--- config.mk ---
export PLATFORM = sky130hd
export DESIGN_NAME = zrb_uart_rx_os_flat
export DESIGN_NICKNAME = d
export VERILOG_FILES = /design/src/rtl/zrb_uart_rx_os_if.sv /design/src/rtl/zrb_uart_rx_os.sv /design/src/flat_wrapper.sv
export SDC_FILE = /design/constraint.sdc
export NUM_CORES = 1
export LEC_CHECK = 0
export ABC_AREA = 1
export BUFFER_PORTS_ARGS = -buffer_cell sky130_fd_sc_hd__buf_4
export CORE_ASPECT_RATIO = 0.5
export CORE_MARGIN = 2
export CORE_UTILIZATION = 30
export CTS_CLUSTER_DIAMETER = 50
export DETAILED_ROUTE_END_ITERATION = 6
export PLACE_DENSITY = 0.49
export SYNTH_ARGS = -nofsm -noshare
export SYNTH_HDL_FRONTEND = slang
export SYNTH_SLANG_ARGS = --single-unit
--- constraint.sdc ---
create_clock -name clk -period 3.69 [get_ports clk]
set_input_delay 0.1845 -clock clk [delete_from_list [all_inputs] [get_ports clk]]
set_output_delay 0.1845 -clock clk [all_outputs]
set_load 0.005 [all_outputs]
--- src/rtl/zrb_uart_rx_os_if.sv ---
// zrb_uart_rx_os_if
// Output word channel of the oversampling UART receiver.
//
// Handshake: the receiver (master) raises valid together with data_out and
// the per-word flags, and holds all of them stable until the consumer
// (slave) takes the word. A word is taken on any rising clk edge where
// valid & ready are both 1. ready may be high at any time and is ignored
// while valid is 0. overrun is a sticky status bit that travels with the
// channel and clears when a word is taken.
//
// Signals:
//   data_out   [NUM_BITS]  received word, LSB = first data bit on the line
//   valid                  data_out and flags are valid
//   ready                  consumer accepts the word when valid & ready
//   parity_err             parity mismatch for the held word
//   frame_err              a stop bit was sampled 0 for the held word
//   break_det              data, parity and first stop bit were all 0
//   overrun                a completed frame was dropped while valid was high
interface zrb_uart_rx_os_if #(
  parameter int NUM_BITS = 8
);
  logic [NUM_BITS-1:0] data_out;
  logic                valid;
  logic                ready;
  logic                parity_err;
  logic                frame_err;
  logic                break_det;
  logic                overrun;

  modport master (
    output data_out, valid, parity_err, frame_err, break_det, overrun,
    input  ready
  );

  modport slave (
    input  data_out, valid, parity_err, frame_err, break_det, overrun,
    output ready
  );
endinterface

--- src/rtl/zrb_uart_rx_os.sv ---
// zrb_uart_rx_os
// Oversampling UART receiver. The serial line is synchronised, sampled on
// every clk_en tick (OVERSAMPLE ticks per bit) and each bit is decided by a
// 3-sample majority vote around the bit centre. Completed words are offered
// on a valid/ready holding register together with parity, framing and break
// flags; a frame that completes while the previous word is still unread is
// dropped and flagged as overrun.
//
// Ports:
//   clk        system clock, rising edge
//   reset      asynchronous active-low reset
//   clk_en     oversample tick, one clk wide, OVERSAMPLE x baud
//   rx         serial line, idle high, asynchronous to clk
//   bus        word output channel (see zrb_uart_rx_os_if)
//   busy       receiver FSM is not in IDLE
//   state_dbg  current FSM state encoding
module zrb_uart_rx_os #(
  parameter int    NUM_BITS   = 8,
  parameter string PARITY     = "NO",
  parameter int    STOP_BITS  = 1,
  parameter int    OVERSAMPLE = 16
) (
  input  logic             clk,
  input  logic             reset,
  input  logic             clk_en,
  input  logic             rx,
  zrb_uart_rx_os_if.master bus,
  output logic             busy,
  output logic [2:0]       state_dbg
);

  localparam int TW = $clog2(OVERSAMPLE);
  localparam int BW = $clog2(NUM_BITS + 1);
  localparam int M  = OVERSAMPLE / 2;

  localparam logic [TW-1:0] T_S0   = TW'(M - 1);
  localparam logic [TW-1:0] T_S1   = TW'(M);
  localparam logic [TW-1:0] T_DEC  = TW'(M + 1);
  localparam logic [TW-1:0] T_LAST = TW'(OVERSAMPLE - 1);
  localparam logic [BW-1:0] B_LAST = BW'(NUM_BITS - 1);
  localparam logic          S_LAST = 1'(STOP_BITS - 1);

  localparam bit PAR_EN  = (PARITY != "NO");
  localparam bit PAR_ODD = (PARITY == "ODD");

  typedef enum logic [2:0] {
    S_IDLE   = 3'd0,
    S_START  = 3'd1,
    S_DATA   = 3'd2,
    S_PARITY = 3'd3,
    S_STOP   = 3'd4
  } state_t;

  // line synchroniser
  logic rx_meta_q, rx_meta_d;
  logic rx_s_q, rx_s_d;

  // frame sequencing
  state_t              state_q, state_d;
  logic [TW-1:0]       tick_q, tick_d;
  logic [BW-1:0]       bit_q, bit_d;
  logic                stop_q, stop_d;
  logic [1:0]          samp_q, samp_d;
  logic [NUM_BITS-1:0] shift_q, shift_d;
  logic                par_bit_q, par_bit_d;
  logic                par_err_int_q, par_err_int_d;
  logic                frame_err_int_q, frame_err_int_d;
  logic                brk_int_q, brk_int_d;

  // output holding register
  logic [NUM_BITS-1:0] data_q, data_d;
  logic                valid_q, valid_d;
  logic                pe_q, pe_d;
  logic                fe_q, fe_d;
  logic                bd_q, bd_d;
  logic                ovr_q, ovr_d;
  logic                busy_q, busy_d;

  logic maj;
  logic dec;
  logic end_bit;
  logic done;
  logic accept;

  // Two stored samples (ticks M-1, M) plus the live sample at tick M+1.
  assign maj     = (samp_q[0] & samp_q[1]) | (samp_q[0] & rx_s_q) |
                   (samp_q[1] & rx_s_q);
  assign dec     = clk_en && (tick_q == T_DEC);
  assign end_bit = clk_en && (tick_q == T_LAST);
  assign accept  = valid_q & bus.ready;

  always_comb begin
    rx_meta_d       = rx;
    rx_s_d          = rx_meta_q;
    state_d         = state_q;
    tick_d          = tick_q;
    bit_d           = bit_q;
    stop_d          = stop_q;
    samp_d          = samp_q;
    shift_d         = shift_q;
    par_bit_d       = par_bit_q;
    par_err_int_d   = par_err_int_q;
    frame_err_int_d = frame_err_int_q;
    brk_int_d       = brk_int_q;
    done            = 1'b0;

    if (clk_en) begin
      tick_d = (tick_q == T_LAST) ? '0 : tick_q + TW'(1);
      if (tick_q == T_S0) samp_d[0] = rx_s_q;
      if (tick_q == T_S1) samp_d[1] = rx_s_q;

      case (state_q)
        S_IDLE: begin
          tick_d = '0;
          if (!rx_s_q) begin
            state_d         = S_START;
            par_bit_d       = 1'b0;
            par_err_int_d   = 1'b0;
            frame_err_int_d = 1'b0;
            brk_int_d       = 1'b0;
          end
        end
        S_START: begin
          if (dec && maj) begin
            // line went back high before the bit centre: glitch, not a start
            state_d = S_IDLE;
            tick_d  = '0;
          end else if (end_bit) begin
            state_d = S_DATA;
            bit_d   = '0;
          end
        end
        S_DATA: begin
          if (dec) shift_d = {maj, shift_q[NUM_BITS-1:1]};
          if (end_bit) begin
            if (bit_q == B_LAST) begin
              state_d = PAR_EN ? S_PARITY : S_STOP;
              bit_d   = '0;
              stop_d  = 1'b0;
            end else begin
              bit_d = bit_q + BW'(1);
            end
          end
        end
        S_PARITY: begin
          if (dec) begin
            par_bit_d     = maj;
            par_err_int_d = ((^shift_q) ^ maj) != PAR_ODD;
          end
          if (end_bit) begin
            state_d = S_STOP;
            stop_d  = 1'b0;
          end
        end
        S_STOP: begin
          if (dec) begin
            if (!maj) frame_err_int_d = 1'b1;
            if (stop_q == 1'b0)
              brk_int_d = (shift_q == '0) && !par_bit_q && !maj;
            if (stop_q == S_LAST) begin
              // leave at the last stop decision so the next start edge is
              // caught even when frames are sent back to back
              done    = 1'b1;
              state_d = S_IDLE;
              tick_d  = '0;
            end
          end else if (end_bit) begin
            stop_d = 1'b1;
          end
        end
        default: begin
          state_d = S_IDLE;
          tick_d  = '0;
        end
      endcase
    end
  end

  always_comb begin
    data_d = data_q;
    valid_d = valid_q;
    pe_d    = pe_q;
    fe_d    = fe_q;
    bd_d    = bd_q;
    ovr_d   = ovr_q;
    busy_d  = (state_d != S_IDLE);

    if (accept) begin
      valid_d = 1'b0;
      ovr_d   = 1'b0;
    end
    // a commit in the same cycle as an accept refills the register
    if (done) begin
      if (!valid_q || accept) begin
        data_d  = shift_q;
        pe_d    = par_err_int_q;
        fe_d    = frame_err_int_d | brk_int_d;
        bd_d    = brk_int_d;
        valid_d = 1'b1;
      end else begin
        ovr_d = 1'b1;
      end
    end
  end

  always_ff @(posedge clk or negedge reset) begin
    if (!reset) begin
      rx_meta_q       <= 1'b1;
      rx_s_q          <= 1'b1;
      state_q         <= S_IDLE;
      tick_q          <= '0;
      bit_q           <= '0;
      stop_q          <= 1'b0;
      samp_q          <= 2'b11;
      shift_q         <= '0;
      par_bit_q       <= 1'b0;
      par_err_int_q   <= 1'b0;
      frame_err_int_q <= 1'b0;
      brk_int_q       <= 1'b0;
      data_q          <= '0;
      valid_q         <= 1'b0;
      pe_q            <= 1'b0;
      fe_q            <= 1'b0;
      bd_q            <= 1'b0;
      ovr_q           <= 1'b0;
      busy_q          <= 1'b0;
    end else begin
      rx_meta_q       <= rx_meta_d;
      rx_s_q          <= rx_s_d;
      state_q         <= state_d;
      tick_q          <= tick_d;
      bit_q           <= bit_d;
      stop_q          <= stop_d;
      samp_q          <= samp_d;
      shift_q         <= shift_d;
      par_bit_q       <= par_bit_d;
      par_err_int_q   <= par_err_int_d;
      frame_err_int_q <= frame_err_int_d;
      brk_int_q       <= brk_int_d;
      data_q          <= data_d;
      valid_q         <= valid_d;
      pe_q            <= pe_d;
      fe_q            <= fe_d;
      bd_q            <= bd_d;
      ovr_q           <= ovr_d;
      busy_q          <= busy_d;
    end
  end

  assign bus.data_out   = data_q;
  assign bus.valid      = valid_q;
  assign bus.parity_err = pe_q;
  assign bus.frame_err  = fe_q;
  assign bus.break_det  = bd_q;
  assign bus.overrun    = ovr_q;
  assign busy           = busy_q;
  assign state_dbg      = state_q;

endmodule

--- src/flat_wrapper.sv ---
// flat-port wrapper written by rule: the top's interface ports become plain ports
module zrb_uart_rx_os_flat 
#(
  parameter int    NUM_BITS   = 8,
  parameter string PARITY     = "  ",
  parameter int    STOP_BITS  = 1,
  parameter int    OVERSAMPLE = 16
)
  (clk, reset, clk_en, rx, busy, state_dbg, bus_data_out, bus_valid, bus_parity_err, bus_frame_err, bus_break_det, bus_overrun, bus_ready);
  zrb_uart_rx_os_if #(.NUM_BITS(NUM_BITS)) bus_i ();
  input  logic clk;
  input  logic reset;
  input  logic clk_en;
  input  logic rx;
  output logic busy;
  output logic [2:0] state_dbg;
  output wire logic [$bits(bus_i.data_out)-1:0] bus_data_out;
  output wire logic [$bits(bus_i.valid)-1:0] bus_valid;
  output wire logic [$bits(bus_i.parity_err)-1:0] bus_parity_err;
  output wire logic [$bits(bus_i.frame_err)-1:0] bus_frame_err;
  output wire logic [$bits(bus_i.break_det)-1:0] bus_break_det;
  output wire logic [$bits(bus_i.overrun)-1:0] bus_overrun;
  input wire logic [$bits(bus_i.ready)-1:0] bus_ready;
  assign bus_data_out = bus_i.data_out;
  assign bus_valid = bus_i.valid;
  assign bus_parity_err = bus_i.parity_err;
  assign bus_frame_err = bus_i.frame_err;
  assign bus_break_det = bus_i.break_det;
  assign bus_overrun = bus_i.overrun;
  assign bus_i.ready = bus_ready;
  zrb_uart_rx_os #(.NUM_BITS(NUM_BITS), .PARITY(PARITY), .STOP_BITS(STOP_BITS), .OVERSAMPLE(OVERSAMPLE)) u_core (.clk(clk), .reset(reset), .clk_en(clk_en), .rx(rx), .bus(bus_i), .busy(busy), .state_dbg(state_dbg));
endmodule
==> impl_metrics.yaml <==
final_layout:
  antennaDiodeCount: 0
  final_nets: 282
  area_growth_pct: 21.0
  drive_gt1_frac: 0.207
  fin_cells: 362
critical_path:
  critPathArrivalTime_ps: 1840
  crit_type: "flop to flop"
  crit_fanout: 19
  r2r_slack_ps: 2020
  rr_endpoint: "u_core.bus.frame_err"
  ff2ff_path_depth: 11
  critPathLaunchType: "flop"
  r2r-start: "u_core.tick_q[1]"
  required_ps: 3870
  endpoint_kind: "flop"
detailed_routing:
  vias: 1594
  vias_per_cell: 4.40
  drt_wl_total_um: 4140
  drt_iter0_drc: 104
  remaining_drc_errors: 0
  wl_per_cell_um: 11.4
  postRouteAntennaNets: 0
  dr.pass1.iters: 4
cts:
  cts_sinks: 42
  cts_resized: 0
  clk_latency_ps: 290
  post_cts.repair.setup_buffers: 0
  cts_buffers: 5
  clockRootBuffer: "clkbuf_16"
  clk_transition_reported_paths_ps: 60
  clockBufferDepth: 2
  cts_tree: "yes"
  cts_max_level: 2
power:
  power.density_nw_per_um2: 455
  ir_drop_mv: 0.180
  p_leak_nw: 1.23
floorplanning:
  die_y_um: 63.2
  dieArea_sq_um: 7750
  io_pins: 22
  die_x_um: 122
  num_rows: 21
  start_util: 0.313
  core_area_sq_um: 6730
logic_synthesis:
  ys_types: 29
  synth_nets: 256
  synthesis.area_per_instance_sq_um: 8.67
  yosys_warnings: 0
  yosys_register_bits: 42
  syn_inst: 243
  syn_area_sq_um: 2110
  yosysSeqAreaShare: 0.501
sta:
  max_freq_mhz: 600
  worst_pin_slew_ps: 521
  setup_violations: 0
  final_max_slew_viol_count: 0
  clock_skew_ps: 6.94
  period_share: 0.452
  layout_min_cycle_time_ps: 1670
  tns_ps: 0
  relSlewSlack: 0.653
  grt_setup_unrepaired: "false"
  hold_violations: 0
grt:
  use_met1: 0.165
  grt_overflow: 0
  grt_pass1_vias: 1471
  grt_usage: 0.117
  antenna_found_initial: 0
  grt_start_max_net_pins: 43
  grt_first_pass_wirelength_um: 7030
  grtUsageMet2: 0.168
  busiest_layer: "met2"
  met3_usage: 0.0417
status:
  status: "finished, final reports clean"
place:
  dp_cells: 352
  gp_congestion: 0.811
  portBuffers: 21
  dp_hpwl_um: 3050
min_path:
  hold_end: "u_core.bus.overrun"
  min_from: "bus_ready"
  whs_path_depth: 4
  hold_class: "primary input to flop"
job:
  cap_violations: 0
[worst max-delay path: stages, from the launching register on]
cell	delay, ps
dfrtp_1	390
inv_1	90
ha_1	140
nand2_1	80
nor2_4	210
nand3_4	110
inv_2	90
nand2_4	150
inv_2	120
nand2_1	50
o21ai_1	70
inv_1	50
[area by class of cell]
class                      instances  area [sq um]
multi-input combinational        163           897
sequential                        42          1060
clock inverter                     3          48.8
inverter                          34           128
fill                             718          4180
tap                               92           115
timing repair buffer              23           178
clock buffer                       5           125
[routing by layer]
layer | up-vias | part of all wire
met4 | 0 | 0.012
met5 | - | 0
met3 | 5 | 0.043
met1 | 738 | 0.54
met2 | 18 | 0.40
li1 | 833 | -
[flip-flops by register name, indices dropped and copies added, names as in the netlist]
signal / flops
u_core.bus.valid: 1
u_core.bus.parity_err: 1
u_core.par_bit_q: 1
u_core.par_err_int_q: 1
u_core.tick_q: 4
u_core.samp_q: 2
u_core.bus.data_out: 8
u_core.rx_s_q: 1
u_core.rx_meta_q: 1
u_core.bit_q: 4
u_core.busy: 1
u_core.bus.overrun: 1
u_core.shift_q: 8
u_core.frame_err_int_q: 1
u_core.bus.frame_err: 1
u_core.stop_q: 1
u_core.bus.break_det: 1
u_core.state_dbg: 3
u_core.brk_int_q: 1
[what timing repair did]
item                                   4_1_cts  5_1_grt
hold buffers                                 2        0
setup endpoints to repair                    0        0
endpoints found under the hold margin       39        0
[cell families (layout without fill, tap and decap cells)]
kind of cell,after synthesis,in the layout,share of synthesized area
buf+inv,38,65,0.0725
fa+ha+maj,8,8,0.0475
simple gates,109,109,0.242
compound gates,41,41,0.116
xor+xnor,5,5,0.0208
flops,42,42,0.501
[cell usage after synthesis]
library cell  number  area share
nand2_1           65        0.12
dfrtp_1           38        0.45
inv_1             29       0.052
nand3_1           20       0.048
o21ai_0           11       0.026
o21ai_1           10       0.024
a21oi_1            9       0.021
ha_1               8       0.048
nor2_1             8       0.014
o21ai_2            8       0.033
inv_2              5      0.0089
dfstp_2            4       0.050
nand4_1            3      0.0089
nor2_4             3       0.016
xnor2_1            3       0.012
buf_2              2      0.0048
nand2_2            2      0.0059
nand3b_1           2      0.0071
nor3_1             2      0.0048
xor2_1             2      0.0083
a21boi_1           1      0.0036
buf_6              1      0.0053
clkbuf_1           1      0.0018
nand2_4            1      0.0053
nand3_4            1      0.0083
nor2_2             1      0.0030
nor3_2             1      0.0048
o211ai_1           1      0.0036
o21a_2             1      0.0042
[power breakdown]
part | switching (mW) | internal, mW
clock network | 0.195 | 0.324
logic | 0.0768 | 0.0446
registers | 0.0283 | 0.491
total | 0.300 | 0.860
[through the flow]
stage | hold slack [ps] | setup slack [ps] | total power [mW] | cell area, sq um | util
after floorplan | -111 | 2230 | 0.604 | 2110 | -
after global placement | 202 | 2070 | 0.646 | 2350 | 0.350
after detailed placement | 209 | 2030 | 0.648 | 2350 | 0.350
after CTS | 189 | 2020 | 1.17 | 2550 | 0.379
after global routing | 219 | 1890 | 1.22 | 2550 | 0.379
final | 190 | 2020 | 1.16 | 2550 | 0.379
[how the worst max path moves through the flow]
stage	start	cells past startpoint	endpoint	slack [ps]
after floorplan	u_core.tick_q[1]	10	u_core.bus.break_det	2230
after global placement	u_core.tick_q[1]	11	u_core.bus.frame_err	2070
after detailed placement	u_core.tick_q[1]	11	u_core.bus.frame_err	2030
after CTS	u_core.tick_q[1]	11	u_core.bus.frame_err	2020
after global routing	u_core.tick_q[1]	9	u_core.busy	1890
final	u_core.tick_q[1]	11	u_core.bus.frame_err	2020
[cells in the final DEF, fill, tap and decap left out, types with 3 or more instances in the layout]
| master | synthesis | routed |
|---|---|---|
| nand3_1 | 20 | 20 |
| inv_2 | 5 | 5 |
| dfstp_2 | 4 | 4 |
| xnor2_1 | 3 | 3 |
| nor2_4 | 3 | 3 |
| buf_4 | 0 | 21 |
| o21ai_1 | 10 | 10 |
| dfrtp_1 | 38 | 38 |
| inv_1 | 29 | 29 |
| o21ai_0 | 11 | 11 |
| nand4_1 | 3 | 3 |
| nor2_1 | 8 | 8 |
| o21ai_2 | 8 | 8 |
| a21oi_1 | 9 | 9 |
| ha_1 | 8 | 8 |
| clkbuf_16 | 0 | 5 |
| nand2_1 | 65 | 65 |
Note: power is estimated with default switching activity, not from simulation.
